===== config.mk =====
export PLATFORM = sky130hd
export DESIGN_NAME = camera_register_file
export DESIGN_NICKNAME = d
export VERILOG_FILES = /design/src/rtl/camera_register_file.sv
export SDC_FILE = /design/constraint.sdc
export NUM_CORES = 1
export LEC_CHECK = 0
export BUFFER_PORTS_ARGS = -buffer_cell sky130_fd_sc_hd__buf_4
export CORE_ASPECT_RATIO = 2
export CORE_MARGIN = 1
export CORE_UTILIZATION = 53
export DETAILED_ROUTE_END_ITERATION = 10
export PLACE_DENSITY = 0.81
export SYNTH_ARGS = -nofsm -noshare
export SYNTH_HDL_FRONTEND = slang
export SYNTH_SLANG_ARGS = --single-unit

===== constraint.sdc =====
create_clock -name clock_in -period 8.1 [get_ports clock_in]
set_input_delay 2.43 -clock clock_in [delete_from_list [all_inputs] [get_ports clock_in]]
set_output_delay 2.43 -clock clock_in [all_outputs]
set_load 0.03 [all_outputs]

===== src/rtl/camera_register_file.sv =====
// Camera SPI register decoder with capture FSM, multi-byte zoom/pan writes,
// metering snapshots and a saturating image-buffer read pointer.
module camera_register_file #(
  parameter int ADDRESS_WIDTH     = 16,
  parameter int METERING_CHANNELS = 6
) (
  input  logic                           clock_in,
  input  logic                           reset_in,
  input  logic [7:0]                     opcode_in,
  input  logic                           opcode_valid_in,
  input  logic [7:0]                     operand_in,
  input  logic                           operand_valid_in,
  input  logic                           operand_read_in,
  input  logic [31:0]                    rd_operand_count_in,
  output logic [7:0]                     response_out,
  output logic                           start_capture_out,
  output logic                           capture_busy_out,
  input  logic                           image_ready_in,
  input  logic [ADDRESS_WIDTH-1:0]       final_image_address_in,
  input  logic [7:0]                     image_data_in,
  output logic [ADDRESS_WIDTH-1:0]       image_address_out,
  output logic                           image_address_valid_out,
  input  logic [8*METERING_CHANNELS-1:0] metering_in,
  output logic [2:0]                     compression_factor_out,
  output logic [15:0]                    zoom_out,
  output logic [15:0]                    pan_out,
  output logic                           power_save_enable_out,
  output logic                           gamma_bypass_out
);

  localparam int PW = ADDRESS_WIDTH + 1;
  localparam int CB = (ADDRESS_WIDTH + 7) / 8;

  localparam logic [7:0] OP_START_CAPTURE   = 8'h20;
  localparam logic [7:0] OP_BYTES_REMAINING = 8'h21;
  localparam logic [7:0] OP_IMAGE_DATA      = 8'h22;
  localparam logic [7:0] OP_ZOOM            = 8'h23;
  localparam logic [7:0] OP_PAN             = 8'h24;
  localparam logic [7:0] OP_METERING        = 8'h25;
  localparam logic [7:0] OP_QUALITY_FACTOR  = 8'h26;
  localparam logic [7:0] OP_POWER_SAVE      = 8'h28;
  localparam logic [7:0] OP_IMAGE_READY     = 8'h30;
  localparam logic [7:0] OP_COMPRESSED      = 8'h31;
  localparam logic [7:0] OP_GAMMA_BYPASS    = 8'h32;

  typedef enum logic [1:0] {IDLE, CAPTURING, READY} state_t;

  state_t                         state, next_state;
  logic                           opcode_valid_q;
  logic                           opcode_rise;
  logic                           start_event;
  logic                           start_next;
  logic                           snapshot_take;
  logic [PW-1:0]                  pointer;
  logic [PW-1:0]                  total;
  logic [PW-1:0]                  remaining;
  logic                           pointer_inc;
  logic [1:0]                     write_count;
  logic [1:0]                     write_index;
  logic                           write_strobe;
  logic                           read_strobe;
  logic [7:0]                     zoom_shadow;
  logic [7:0]                     pan_shadow;
  logic [8*METERING_CHANNELS-1:0] snapshot;
  logic [31:0]                    remaining_ext;
  logic [31:0]                    final_ext;

  assign opcode_rise  = opcode_valid_in & ~opcode_valid_q;
  assign start_event  = opcode_rise & (opcode_in == OP_START_CAPTURE);
  assign write_strobe = opcode_valid_in & operand_valid_in;
  assign read_strobe  = opcode_valid_in & operand_read_in;

  // The byte index restarts at 0 on the opcode edge even before the counter register clears.
  assign write_index  = opcode_rise ? 2'd0 : write_count;

  assign total         = {1'b0, final_image_address_in} + PW'(4);
  assign remaining     = total - pointer;
  assign remaining_ext = 32'(remaining);
  assign final_ext     = 32'(final_image_address_in);

  assign pointer_inc = read_strobe & (opcode_in == OP_IMAGE_DATA) & (pointer < total);

  assign capture_busy_out  = (state == CAPTURING);
  assign image_address_out = pointer[ADDRESS_WIDTH-1:0];

  always_comb begin
    next_state    = state;
    start_next    = 1'b0;
    snapshot_take = 1'b0;
    case (state)
      IDLE, READY: begin
        if (start_event) begin
          next_state = CAPTURING;
          start_next = 1'b1;
        end
      end
      CAPTURING: begin
        if (image_ready_in) begin
          next_state    = READY;
          snapshot_take = 1'b1;
        end
      end
      default: next_state = IDLE;
    endcase
  end

  always_ff @(posedge clock_in) begin
    if (reset_in) begin
      state             <= IDLE;
      start_capture_out <= 1'b0;
      opcode_valid_q    <= 1'b0;
      snapshot          <= '0;
    end else begin
      state             <= next_state;
      start_capture_out <= start_next;
      opcode_valid_q    <= opcode_valid_in;
      if (snapshot_take) snapshot <= metering_in;
    end
  end

  always_ff @(posedge clock_in) begin
    if (reset_in) begin
      pointer                 <= '0;
      image_address_valid_out <= 1'b0;
    end else begin
      if (start_next)       pointer <= '0;
      else if (pointer_inc) pointer <= pointer + PW'(1);
      image_address_valid_out <= read_strobe &
                                 ((opcode_in == OP_IMAGE_DATA) ||
                                  (opcode_in == OP_BYTES_REMAINING) ||
                                  (opcode_in == OP_COMPRESSED));
    end
  end

  always_ff @(posedge clock_in) begin
    if (reset_in) begin
      write_count            <= '0;
      zoom_shadow            <= '0;
      pan_shadow             <= '0;
      zoom_out               <= '0;
      pan_out                <= '0;
      compression_factor_out <= '0;
      power_save_enable_out  <= 1'b0;
      gamma_bypass_out       <= 1'b0;
    end else begin
      if (write_strobe) begin
        if (write_index != 2'd2) write_count <= write_index + 2'd1;
        else                     write_count <= write_index;
      end else if (opcode_rise) begin
        write_count <= '0;
      end
      if (write_strobe) begin
        case (opcode_in)
          OP_ZOOM: begin
            if (write_index == 2'd0)      zoom_shadow <= operand_in;
            else if (write_index == 2'd1) zoom_out    <= {zoom_shadow, operand_in};
          end
          OP_PAN: begin
            if (write_index == 2'd0)      pan_shadow <= operand_in;
            else if (write_index == 2'd1) pan_out    <= {pan_shadow, operand_in};
          end
          OP_QUALITY_FACTOR: compression_factor_out <= operand_in[2:0];
          OP_POWER_SAVE:     power_save_enable_out  <= operand_in[0];
          OP_GAMMA_BYPASS:   gamma_bypass_out       <= operand_in[0];
          default: ;
        endcase
      end
    end
  end

  always_comb begin
    response_out = '0;
    case (opcode_in)
      OP_BYTES_REMAINING: begin
        case (rd_operand_count_in)
          32'd0:   response_out = 8'(remaining_ext >> 16);
          32'd1:   response_out = 8'(remaining_ext >> 8);
          32'd2:   response_out = 8'(remaining_ext);
          default: response_out = '0;
        endcase
      end
      OP_IMAGE_DATA: begin
        if (pointer < total) response_out = image_data_in;
      end
      OP_METERING: begin
        // Indices past the last channel keep returning the last channel.
        response_out = snapshot[8*(METERING_CHANNELS-1) +: 8];
        for (int unsigned i = 0; i < METERING_CHANNELS; i++) begin
          if (rd_operand_count_in == 32'(i)) response_out = snapshot[8*i +: 8];
        end
      end
      OP_IMAGE_READY: response_out = {7'b0, state == READY};
      OP_COMPRESSED: begin
        for (int unsigned i = 0; i < CB; i++) begin
          if (rd_operand_count_in == 32'(i)) response_out = 8'(final_ext >> (8*i));
        end
      end
      default: response_out = '0;
    endcase
  end

endmodule


* After elaboration in Yosys (flattened, before gate mapping)
Cells that the tools add are included.
Word-level totals: memory bits (writable) 0, latch bits 0, memory bits (read-only) 0, memories 0, output and inout bits 64, bits in registers 125, input port bits 126, logic and storage cells 86
Operators by class: $lt $le $gt $ge 1, div/mod/pow operators 0, multiply operators 0, mux-type cells 21, reductions and logical operators 15, bitwise logic cells 9, shift-type cells 0, add/sub/neg operators 4, equality and inequality tests 22
Operator list (number):
- 8-bit by 6-bit equality test with 1-bit output (second input constant) | 11
- 8-bit 2-to-1 mux | 9
- 32-bit by 2-bit equality test with 1-bit output (second input constant) | 2
- 32-bit by 3-bit equality test with 1-bit output (second input constant) | 2
- 8-bit case mux with 5 select lines | 1
- 32-bit by 1-bit equality test with 1-bit output (second input constant) | 1
- 32-bit zero test | 1
- 8-bit case mux with 3 select lines | 1
- 16-bit by 3-bit adder with 17-bit output (second input constant) | 1
- 17-bit by 1-bit adder with 17-bit output (second input constant) | 1
- 17-bit < comparator | 1
- 17-bit subtractor | 1
- 2-bit 2-to-1 mux | 5
- 2-bit AND reduction | 4
- 4-bit AND reduction | 2
- 1-bit AND | 7
- 3-bit AND reduction | 2
- 2-bit by 1-bit equality test with 1-bit output (second input constant) | 2
- 2-bit zero test | 2
- 1-bit 2-to-1 mux | 4
- 2-bit != test (second input constant) | 2
- 2-bit case mux with 2 select lines | 1
- 2-bit OR reduction | 2
- 2-bit by 1-bit adder with 2-bit output (second input constant) | 1
- 4 further kinds | 6

* Logic depth before layout (Yosys ltp)
depth after elaboration 8, gate-level depth with buffers 14, depth with buffers taken out 14

* Least setup slack after synthesis
No wires, ideal clock.
path kind input port to output port, start input final_image_address_in[5], end output response_out[0], stages on the path 13, buffers on the path 1, data arrival time 5.057 ns, path slack 0.613 ns, data required time 5.670 ns, cell sequence and3_1 and3_1 nand2_1 nor2_1 xor2_1 ha_1 buf_2 and4_1 nand3_1 a311oi_1 nor2_1 o31ai_2 a221o_1
Between the ends: word-level cells in the longest chain between the ends 4, elaborated cells on any way between the ends 6, those cells by class add/sub (2); order compare (1); mux (3)
Ends and longest elaborated chain:
- from (decl) | RTL line 19 | input logic [ADDRESS_WIDTH-1:0] final_image_address_in,
- 16-bit by 3-bit adder with 17-bit output * | RTL line 76 | assign total = {1'b0, final_image_address_in} + PW'(4);
- 17-bit subtractor or 17-bit < comparator (tied branches) | RTL line 77, 183
- 8-bit case mux with 3 select lines or 8-bit 2-to-1 mux (tied branches) | RTL line 175, 183
- 8-bit case mux with 5 select lines * | RTL line 173 | case (opcode_in)
- to (decl) | RTL line 15 | output logic [7:0] response_out,
Mark *: on every way between the ends. The rest lies on a longest branch, timed or not.

* Worst setup path in the final report
start input final_image_address_in[2], end output response_out[4]
Same word-level chain as after synthesis.

==> reports/qor.yml <==
run_status:
  outcome: "finished clean"
logic_synthesis:
  synth-seq-area-share_pct: 36.8
  ys_warn_count: 0
  yosysUniqueCellTypes: 64
  synthFlopType: "dfxtp_1"
  synth_top_area_share_pct: 36.8
  async_flop_share_pct: 0
  yosys-top-cells-count: "nand2_1 (171), dfxtp_1 (125), a21oi_1 (96)"
  netlist_instances: 836
  syn_nets: 984
  yosysTopAreaCell: "dfxtp_1"
  ys_seq_elements: 125
  syn_avg_cell_area_sq_um: 8.13
  yosysMostFrequentCell: "nand2_1"
  synth-edff-count: 0
  syn_area_sq_mm: 0.00679
  netlist_top_cells_area: "dfxtp_1 (37%), nand2_1 (9.4%), a21oi_1 (7.1%)"
sta:
  setup_ws_ns: 0.255
  min_period_ns: 7.84
  hold_viol_final: 0
  period_share_pct: 96.8
  setup_viol: 0
  slew-limit-headroom_pct: 41.4
  slew_violations: 0
  fin_hold_ws_ns: 0.449
  setup_tns_ns: 0
  tightest_slew_ns: 0.877
  fmax_mhz: 127
  rsz0062_at_grt: "no"
  fin_skew_ns: 0.00656
global_route:
  gr-total-overflow: 0
  antenna_found_initial: 1
  grt_pass1_vias: 6649
  grt_max_degree: 61
  grt_pass1_wl_um: 34300
  grt_use_total_pct: 35.2
floorplanning:
  dieWidth_um: 82.1
  fp.coreArea_sq_mm: 0.0126
  initial_core_util_pct: 54.1
  ios: 190
  dieArea_sq_mm: 0.0133
  die_h_um: 162
  row_count: 58
placed_design:
  portBuffers: 189
  place_ws_ns: 0.299
  dpl.hpwl_um: 16200
  globalplace.congestion: 1.01
finish:
  num-nets-final: 1146
  syn2layout_area_growth_pct: 29.3
  drive_above_1_share_pct: 26.0
routing:
  vias_per_cell: 5.92
  drtAntennaViolNets: 0
  drt_iter0_markers: 330
  drcViolationCount: 0
  wl_um: 22500
  routedWlPerCell_um: 19.4
  first_pass_iters: 6
  num_vias: 6879
power_and_ir_drop:
  total_power_mw: 1.52
  p_leak_nw: 3.56
  powerDensity_mw_per_mm2: 173
  peakVddDrop_mv: 0.192
setup_path:
  arrival_ns: 5.41
  required_ns: 5.67
  max_stage_delay_ns: 0.54
  critPathSlowestCell: "nor3_1"
  cp_cell_sequence: "buf_4 -> nand3_1 -> xnor2_1 -> ha_1 -> nand4_1 -> a21oi_1 -> nor3_1 -> nor2b_1 -> a211o_1 -> xor2_1 -> a221o_1 -> buf_4"
  cp_max_fo: 5
  crit_path_end_kind: "output pin"
  start_kind: "input port"
  critical_path.most_common_cell: "buf_4"
  worstSetupPathType: "in -> out"
  r2r_cells: 9
clock_tree:
  clk_pin_slew_ns: 0.06
  cts_buffer_depth: 2
  cts_root_buffer: "clkbuf_16"
  cts_sinks: 125
  clk_latency_ns: 0.42
  cts_tree: "yes"
  postCtsSetupRepairBufs: 0
  cts_resized: 0
  numCtsBuffers: 17
  htreeDepth: 4
  ctsHoldBuffers: 0
worst_hold_path:
  hold_class: "reg -> reg"
  hold_depth: 2
run:
  drv_cap: 0
through the flow:
stage	instance area (sq um)	instances	util (%)
floorplan	6790	836	-
global placement	8190	1129	65.3
detailed placement	8190	1129	65.3
CTS	8770	1161	69.9
global route	8780	1162	69.9
finish	8780	1162	69.9
path summary, 6_finish.rpt:
check	slack [ns]	end	start
setup / recovery	0.26	response_out[4]	final_image_address_in[2]
hold reg to reg	0.45	snapshot[40]	snapshot[40]
setup reg to reg	4.69	pointer[16]	pointer[9]
hold / removal	0.45	snapshot[40]	snapshot[40]
power by group:
part	total [mW]	switching (mW)	internal [mW]
combinational	0.158	0.0854	0.0727
clock	0.747	0.314	0.433
sequential	0.616	0.000283	0.615
total	1.52	0.400	1.12
per-layer routing:
layer / global-route usage, % / wire (um) / vias up
met2: 59.0 / 11500 / 284
met5: 0 / 0 / -
met4: 24.7 / 1560 / 0
li1: - / - / 3268
met1: 35.0 / 7740 / 3232
met3: 12.1 / 1720 / 95
area by class of cell:
cell class,count,area (sq um)
repair buffers,198,1490
well taps,150,188
clock inverters,15,151
clock buffers,17,425
inverters,28,105
fillers,1042,3770
multi-input cells,628,3920
flip-flops and latches,125,2500
diodes,1,2.50
placed cells by master (no fill, tap or decap), drive strengths merged, types with 3 or more instances in the layout:
cell / count
o221a: 3
a21oi: 96
nor2b: 6
inv: 36
nand2: 171
and3: 6
mux2: 8
ha: 21
a2111oi: 5
buf: 198
nor4: 9
a211oi: 7
nor2: 59
mux2i: 31
o211ai: 3
xnor2: 20
and4: 4
nand2b: 9
clkinv: 5
or3: 5
nor3: 13
o21ai: 15
a21o: 10
mux4: 7
clkbuf: 17
o22ai: 3
o221ai: 4
and2: 3
or2: 4
xor2: 11
nand3: 34
o31ai: 6
a22oi: 4
nand4: 14
a221o: 5
dfxtp: 125
worst max-delay path: cells and delay by family:
family / cells / cell delay [ns]
xor gates and xnor gates: 2 / 0.67
buffers and inverters: 2 / 0.27
and+or+nand+nor: 4 / 0.93
AOI/OAI and AO/OA: 3 / 0.68
adders and majority gates: 1 / 0.42
cells by family (layout without fill, tap and decap cells):
group / after synthesis / count (layout) / synth area share, %
buf+inv: 83 / 258 / 5.56
other cells: 0 / 1 / 0
fa+ha+maj: 22 / 22 / 4.16
simple gates: 345 / 345 / 23.1
xor+xnor: 31 / 31 / 4.00
mux: 46 / 46 / 8.22
flops: 125 / 125 / 36.8
compound gates: 184 / 184 / 18.1
sequential cells by signal, indices dropped and copies added (netlist names), 3 cells and up:
register                flops
zoom_out                   16
compression_factor_out      3
pan_shadow                  8
pointer                    17
zoom_shadow                 8
snapshot                   48
pan_out                    16
Power figures use the tool's default switching activity.
